$ cat src/rtl/aes_pkg.sv
// AES shared types and helpers: byte/state typedefs and conversion between
// the flat 128-bit column-major state vector and the 4x4 byte array s[row][col].
package aes_pkg;

    localparam int AES_STATE_W = 128;

    typedef logic [7:0] aes_byte_t;
    typedef aes_byte_t [0:3][0:3] aes_state_t;

    // Byte k sits at data[127-8k -: 8]; row = k mod 4, column = k div 4.
    function automatic aes_state_t unpack_state(input logic [AES_STATE_W-1:0] v);
        aes_state_t s;
        logic [1:0] row;
        logic [1:0] col;
        logic [6:0] base;
        s = '0;
        for (int k = 0; k < 16; k++) begin
            row  = 2'(k);
            col  = 2'(k >> 2);
            base = 7'(120 - 8 * k);
            s[row][col] = v[base +: 8];
        end
        return s;
    endfunction

    function automatic logic [AES_STATE_W-1:0] pack_state(input aes_state_t s);
        logic [AES_STATE_W-1:0] v;
        logic [1:0] row;
        logic [1:0] col;
        logic [6:0] base;
        v = '0;
        for (int k = 0; k < 16; k++) begin
            row  = 2'(k);
            col  = 2'(k >> 2);
            base = 7'(120 - 8 * k);
            v[base +: 8] = s[row][col];
        end
        return v;
    endfunction

endpackage

$ cat src/rtl/shift_rows_perm.sv
// Combinational AES ShiftRows byte permutation (pure wiring).
// With SHIFT_ROWS_INV_EN defined, i_inv selects InvShiftRows instead.
module shift_rows_perm
    import aes_pkg::*;
(
    input  logic [AES_STATE_W-1:0] i_data,
`ifdef SHIFT_ROWS_INV_EN
    input  logic                   i_inv,
`endif
    output logic [AES_STATE_W-1:0] o_data
);

    aes_state_t w_in;
    aes_state_t w_fwd;
`ifdef SHIFT_ROWS_INV_EN
    aes_state_t w_inv;
`endif

    assign w_in = unpack_state(i_data);

    // Row r rotates left by r (forward) or right by r (inverse); 2-bit adds wrap mod 4.
    always_comb begin
        logic [1:0] row;
        logic [1:0] col;
        w_fwd = '0;
`ifdef SHIFT_ROWS_INV_EN
        w_inv = '0;
`endif
        for (int r = 0; r < 4; r++) begin
            for (int c = 0; c < 4; c++) begin
                row = 2'(r);
                col = 2'(c);
                w_fwd[row][col] = w_in[row][col + row];
`ifdef SHIFT_ROWS_INV_EN
                w_inv[row][col] = w_in[row][col - row];
`endif
            end
        end
    end

`ifdef SHIFT_ROWS_INV_EN
    assign o_data = i_inv ? pack_state(w_inv) : pack_state(w_fwd);
`else
    assign o_data = pack_state(w_fwd);
`endif

endmodule

$ cat src/rtl/shift_rows.sv
// Registered AES ShiftRows stage: one state per cycle, 1-cycle latency.
// Optional macro SHIFT_ROWS_INV_EN adds the inv port (InvShiftRows select).
module shift_rows
    import aes_pkg::*;
(
    input  logic                   clk,
    input  logic                   rst_n,
    input  logic                   in_valid,
    input  logic [AES_STATE_W-1:0] in_data,
`ifdef SHIFT_ROWS_INV_EN
    input  logic                   inv,
`endif
    output logic                   out_valid,
    output logic [AES_STATE_W-1:0] out_data
);

    logic [AES_STATE_W-1:0] w_perm_p0;
    logic [AES_STATE_W-1:0] r_data_p1;
    logic                   r_vld_p1;

    shift_rows_perm u_perm (
        .i_data (in_data),
`ifdef SHIFT_ROWS_INV_EN
        .i_inv  (inv),
`endif
        .o_data (w_perm_p0)
    );

    // ---- p0 -> p1: valid follows in_valid every cycle; data loads only on valid
    // and otherwise holds. Data is cleared too so reset shows an all-zero state.
    always_ff @(posedge clk or negedge rst_n) begin
        if (!rst_n) begin
            r_vld_p1  <= 1'b0;
            r_data_p1 <= '0;
        end else begin
            r_vld_p1 <= in_valid;
            if (in_valid) begin
                r_data_p1 <= w_perm_p0;
            end
        end
    end

    assign out_valid = r_vld_p1;
    assign out_data  = r_data_p1;

endmodule

$ cat config.mk
export PLATFORM = sky130hd
export DESIGN_NAME = shift_rows
export DESIGN_NICKNAME = d
export VERILOG_FILES = /design/src/rtl/aes_pkg.sv /design/src/rtl/shift_rows_perm.sv /design/src/rtl/shift_rows.sv
export SDC_FILE = /design/constraint.sdc
export NUM_CORES = 1
export LEC_CHECK = 0
export ABC_AREA = 1
export CAP_MARGIN = 15
export CORE_MARGIN = 10
export CORE_UTILIZATION = 41
export CTS_BUF_LIST = sky130_fd_sc_hd__clkbuf_8
export DETAILED_ROUTE_END_ITERATION = 16
export GPL_ROUTABILITY_DRIVEN = 0
export PLACE_DENSITY = 0.91
export SYNTH_ARGS = -nofsm -noshare
export SYNTH_HDL_FRONTEND = slang
export SYNTH_SLANG_ARGS = --single-unit
$ cat constraint.sdc
create_clock -name clk -period 0.85 [get_ports clk]
set_clock_uncertainty 0.1 [all_clocks]
set_input_delay 0.2125 -clock clk [delete_from_list [all_inputs] [get_ports clk]]
set_output_delay 0.2125 -clock clk [all_outputs]
set_load 0.05 [all_outputs]
==> Yosys cells after proc, flatten, opt, wreduce, memory -nomap -nowiden <==
Index checks and enable logic that the tools add are counted.
{ "totals": {"reg_bits": 129, "input_bits": 131, "output_inout_bits": 129, "elab_cells": 2} }

==> Longest topological paths before layout <==
{ "depth": {"depth_word": 0, "ltp_mapped": 5, "ltp_nobuf": 3} }

==> Modules after synthesis <==
A second synthesis with hierarchy kept.
{ "hier_totals": {"cells_unflattened": 670, "area_unflattened_um2": 5945.7} }
{ "by_module_without_submodules": {"columns": ["module", "n_inst", "cells_per_inst", "area_per_inst_um2", "seq_area_each_um2"], "rows": [
  ["shift_rows", 1, 542, 4984.8, 3228.1],
  ["shift_rows_perm", 1, 128, 960.9, 0.0]
]} }

==> Least setup slack after synthesis <==
OpenSTA, ideal clock, no wires.
{ "synth_timing": {"path_kind": "flip-flop to flip-flop", "start": "register, netlist name out_data[0]", "end": "register r_data_p1[0], in the netlist out_data[0]", "setup_time_ps": 119, "t_arrival_ps": 713, "t_required_ps": 631, "slack_ps": -82, "path_stages_with_launch": 3, "path_buffers": 0, "synth_period_minus_slack_ps": 932, "cell_sequence": "dfrtp_1 nand2_1 nand2_1"} }
{ "synth_lines": {"columns": ["item", "line", "rtl"], "rows": [
  ["end signal: assignment", "shift_rows.sv:38", "r_data_p1 <= w_perm_p0;"],
  ["end: declaration", "shift_rows.sv:18", "logic [AES_STATE_W-1:0] r_data_p1;"]
]} }

==> Worst setup path in the final report <==
{ "layout_timing": {"start": "register r_data_p1[46], in the netlist out_data[46]", "end": "output port out_data[46]"} }
{ "layout_lines": {"columns": ["item", "line", "rtl"], "rows": [
  ["end: declaration", "shift_rows.sv:14", "output logic [AES_STATE_W-1:0] out_data"]
]} }
No word-level cell between the ends.

==> summary.txt <==
GLOBAL ROUTE
--------------------------------------------------------------------------------------
GRT overflow ............................................................            0
Maximum number of pins on one net before global-route repair ............           62
Initial antenna violation count .........................................            0
Number of global-route vias before repair ...............................        5,251
GRT Util Overall ........................................................       0.2363
Global-route wire length before repair ..................................    29,900 µm

SETUP PATH
--------------------------------------------------------------------------------------
Combined buffer and inverter count along the critical path ..............            1
Largest driver fanout on the critical path ..............................            2
CP Launch Type ..........................................................     register
Critical Path End Type .................................................. primary output
Ordered cell list for the critical path .................................       buf_12
Required time at the endpoint of the critical path ......................      0.54 ns
Arrival time reported for the critical path endpoint ....................      1.06 ns
Worst path top cell family by delay .....................................   flip-flops
Slowest cell delay on critical path .....................................      0.46 ns
Critical path class .....................................................   reg -> out
Library cell contributing the largest single delay on the critical path . sky130_fd_sc_hd__dfrtp_2

PLACE
--------------------------------------------------------------------------------------
Half-perimeter wire length of the detailed placement result .............    14,500 µm
Worst slack after detailed placement ....................................   -0.2543 ns
Count of input and output buffers .......................................          259

CLOCK NETWORK
--------------------------------------------------------------------------------------
Clock tree root driver cell ............................................. sky130_fd_sc_hd__clkbuf_8
CTS sink count ..........................................................          129
Deepest clock path buffer count .........................................            2
Clk Latency, worst-skew pair ............................................      0.43 ns
Number of levels the H-tree was split into ..............................            4
TritonCTS clock tree ....................................................          yes
Clock-pin slew on the worst setup and hold paths ........................      0.08 ns
CTS buffer count ........................................................           17

DRT
--------------------------------------------------------------------------------------
Detailed router's first-iteration violation count .......................          382
DRC Markers .............................................................            0
Antenna Violating Nets Remaining ........................................            0
Average wire length per cell after detail routing .......................     21.04 µm
First-pass iteration count of the detailed router .......................            5
Number of vias per cell .................................................        4.866
Final Routed Wirelength .................................................    20,950 µm
Vias post-DR ............................................................        4,847

SYNTH
--------------------------------------------------------------------------------------
Top flip-flop cell by instance count after synthesis .................... sky130_fd_sc_hd__dfrtp_1
Proportion of synthesized flip-flops having asynchronous set or reset ...        1.000
Number of instances in the synthesized netlist ..........................          542
Number of different library cells in the post-synthesis netlist .........            5
Most frequent cell after synthesis ...................................... sky130_fd_sc_hd__nand2_1
Count of state elements after synthesis .................................          129
Sequential fraction of the synthesis area ...............................       0.6476
Dominant cells by area after synthesis .................................. sky130_fd_sc_hd__dfrtp_1, sky130_fd_sc_hd__nand2_1, sky130_fd_sc_hd__buf_6, sky130_fd_sc_hd__buf_4, sky130_fd_sc_hd__inv_2
Share of the synthesized area in the top cell type ......................       0.6476
Post-Syn Nets ...........................................................          673
Number of flops mapped to enable cells by yosys .........................            0
Yosys warns .............................................................            0
Synth area leader ....................................................... sky130_fd_sc_hd__dfrtp_1
Netlist area before placement ...........................................     4985 µm²
Top cell types by occurrence after synthesis ............................ sky130_fd_sc_hd__nand2_1, sky130_fd_sc_hd__dfrtp_1, sky130_fd_sc_hd__buf_6, sky130_fd_sc_hd__buf_4, sky130_fd_sc_hd__inv_2
Average footprint of a synthesized cell .................................    9.197 µm²

FINAL LAYOUT
--------------------------------------------------------------------------------------
Synth-to-Final Area Change ..............................................       98.85%
Multi-input combinational cell area .....................................     1554 µm²
Share of final-layout standard cells stronger than drive strength 1 .....       0.4299
Antenna diode count .....................................................            0
Storage element area ....................................................     3390 µm²
Net count reported at finish ............................................          967
Count of fill cells added during filler insertion .......................          571

FLOORPLANNING
--------------------------------------------------------------------------------------
Total die area ..........................................................   16,970 µm²
Die outline width .......................................................     130.3 µm
Total core area .........................................................   11,960 µm²
Die Ht ..................................................................     130.3 µm
Initial cell density of the core ........................................       0.4167
I/O pin total ...........................................................          260
Standard-cell rows ......................................................           40

PWR
--------------------------------------------------------------------------------------
Internal power component ................................................     12.74 mW
Max IR drop VDD .........................................................     1.578 mV
Reported net switching power ............................................     6.242 mW
Clock network power share ...............................................        0.271
Overall power of the completed layout ...................................     18.98 mW
Switching share of power ................................................       0.3289
Fraction of power consumed by sequential logic ..........................        0.393
Combinational Power Share ...............................................        0.336
Power per unit of standard cell area ....................................  1915 nW/µm²
Leakage component of the power ..........................................     4.763 nW

STA
--------------------------------------------------------------------------------------
Unrepaired setup endpoints after global routing .........................         true
Transition time at the pin with the least slew margin ...................    0.2827 ns
Highest Clock Rate ......................................................    728.9 MHz
Final period utilization ................................................        1.614
Smallest setup slack after layout .......................................   -0.5220 ns
Final worst path period need ............................................     1.372 ns
Headroom to the max-slew limit ..........................................       0.8116
Total of endpoints with negative setup slack in the final report ........          154
Total count of hold-check failures in the final report ..................            0
Max-slew violations .....................................................            0

STATUS
--------------------------------------------------------------------------------------
Violated checks ......................................................... negative setup slack
Run status .............................................................. finished with violations

MIN PATH
--------------------------------------------------------------------------------------
Classification of the worst-slack hold path .............................    in -> reg

JOB
--------------------------------------------------------------------------------------
Max-cap violations ......................................................            0

==> flip-flops by register name (all words and copies together), names as in the netlist <==
| name | count |
|---|---|
| out_data | 128 |
| out_valid | 1 |
==> logic make-up after synthesis <==
| kind of cell | after synthesis | share of synthesized area |
|---|---|---|
| AND/OR/NAND/NOR | 384 | 0.2892 |
| flip-flops | 129 | 0.6476 |
| buffers and inverters | 29 | 0.06325 |
==> cell type report <==
cell class | instances | share of cell area
repair buffers | 303 | 0.4428
inverters | 1 | 0.0005049
clock inverters | 8 | 0.006059
multi-input cells | 384 | 0.1568
well taps | 147 | 0.01856
clock buffers | 24 | 0.03332
flip-flops and latches | 129 | 0.3420
==> stage by stage <==
| step | cell area, µm² | utilization | TNS (ns) | hold WS [ns] | cells |
|---|---|---|---|---|---|
| 2_1_floorplan | 5146 | - | 0 | -0.1831 | 542 |
| 6_report | 9912 | 0.8287 | -62.49 | 0.1278 | 996 |
| 5_1_grt | 9912 | 0.8287 | -68.22 | 0.1058 | 996 |
| 3_3_place_gp | 9099 | 0.7607 | -22.42 | 0.01117 | 935 |
| 3_5_place_dp | 9099 | 0.7607 | -30.14 | 0.007329 | 935 |
| 4_1_cts | 9687 | 0.8098 | -65.32 | 0.07615 | 984 |
==> final timing paths <==
check	start	endpoint	slack, ns	cells past startpoint
max	out_data[46]$_DFFE_PN0P_	out_data[46]	-0.52	1
min reg2reg	out_data[39]$_DFFE_PN0P_	out_data[39]$_DFFE_PN0P_	0.42	2
min in group asynchronous	rst_n	out_data[93]$_DFFE_PN0P_	0.14	2
max reg2reg	out_data[126]$_DFFE_PN0P_	out_data[126]$_DFFE_PN0P_	-0.13	4
min	in_valid	out_valid$_DFF_PN0_	0.13	2
max in group asynchronous	rst_n	out_data[57]$_DFFE_PN0P_	0.02	3
==> layout by cell type (no fill, tap or decap) <==
cell type and n:
sky130_fd_sc_hd__buf_12 136, sky130_fd_sc_hd__buf_4 14, sky130_fd_sc_hd__buf_6 24, sky130_fd_sc_hd__bufinv_16 1, sky130_fd_sc_hd__clkbuf_8 24, sky130_fd_sc_hd__clkdlybuf4s50_1 128, sky130_fd_sc_hd__clkinv_2 4, sky130_fd_sc_hd__dfrtp_2 129
sky130_fd_sc_hd__dlygate4sd3_1 1, sky130_fd_sc_hd__inv_1 4, sky130_fd_sc_hd__nand2_1 351, sky130_fd_sc_hd__nand2_2 27, sky130_fd_sc_hd__nand2_4 6
==> power groups by stage <==
stage / Sequential [mW] / Combinational [mW] / Clock (mW)
after floorplan: 9.13 / 0.728 / 0
after global placement: 7.48 / 5.89 / 0
after detailed placement: 7.53 / 6.02 / 0
after CTS: 7.42 / 6.20 / 5.18
after global routing: 7.50 / 6.63 / 5.48
final: 7.45 / 6.38 / 5.14
==> routing by layer <==
layer / wire, µm / GRT usage / vias to the layer above
met4: 685 / 0.1032 / 0
met2: 11270 / 0.4271 / 249
met3: 2137 / 0.1022 / 42
li1: - / - / 2203
met1: 6854 / 0.2288 / 2353
met5: 0 / 0 / -
==> timing repair <==
action | in CTS | in global routing
buffers inserted | 16 | 18
setup endpoints to repair | 129 | 157
gates resized for setup | 21 | 48
hold buffers | 1 | 0
hold endpoints to repair | 129 | 0
cloned | 0 | 0
pin swaps | 0 | 8
Power figures use the tool's default switching activity.
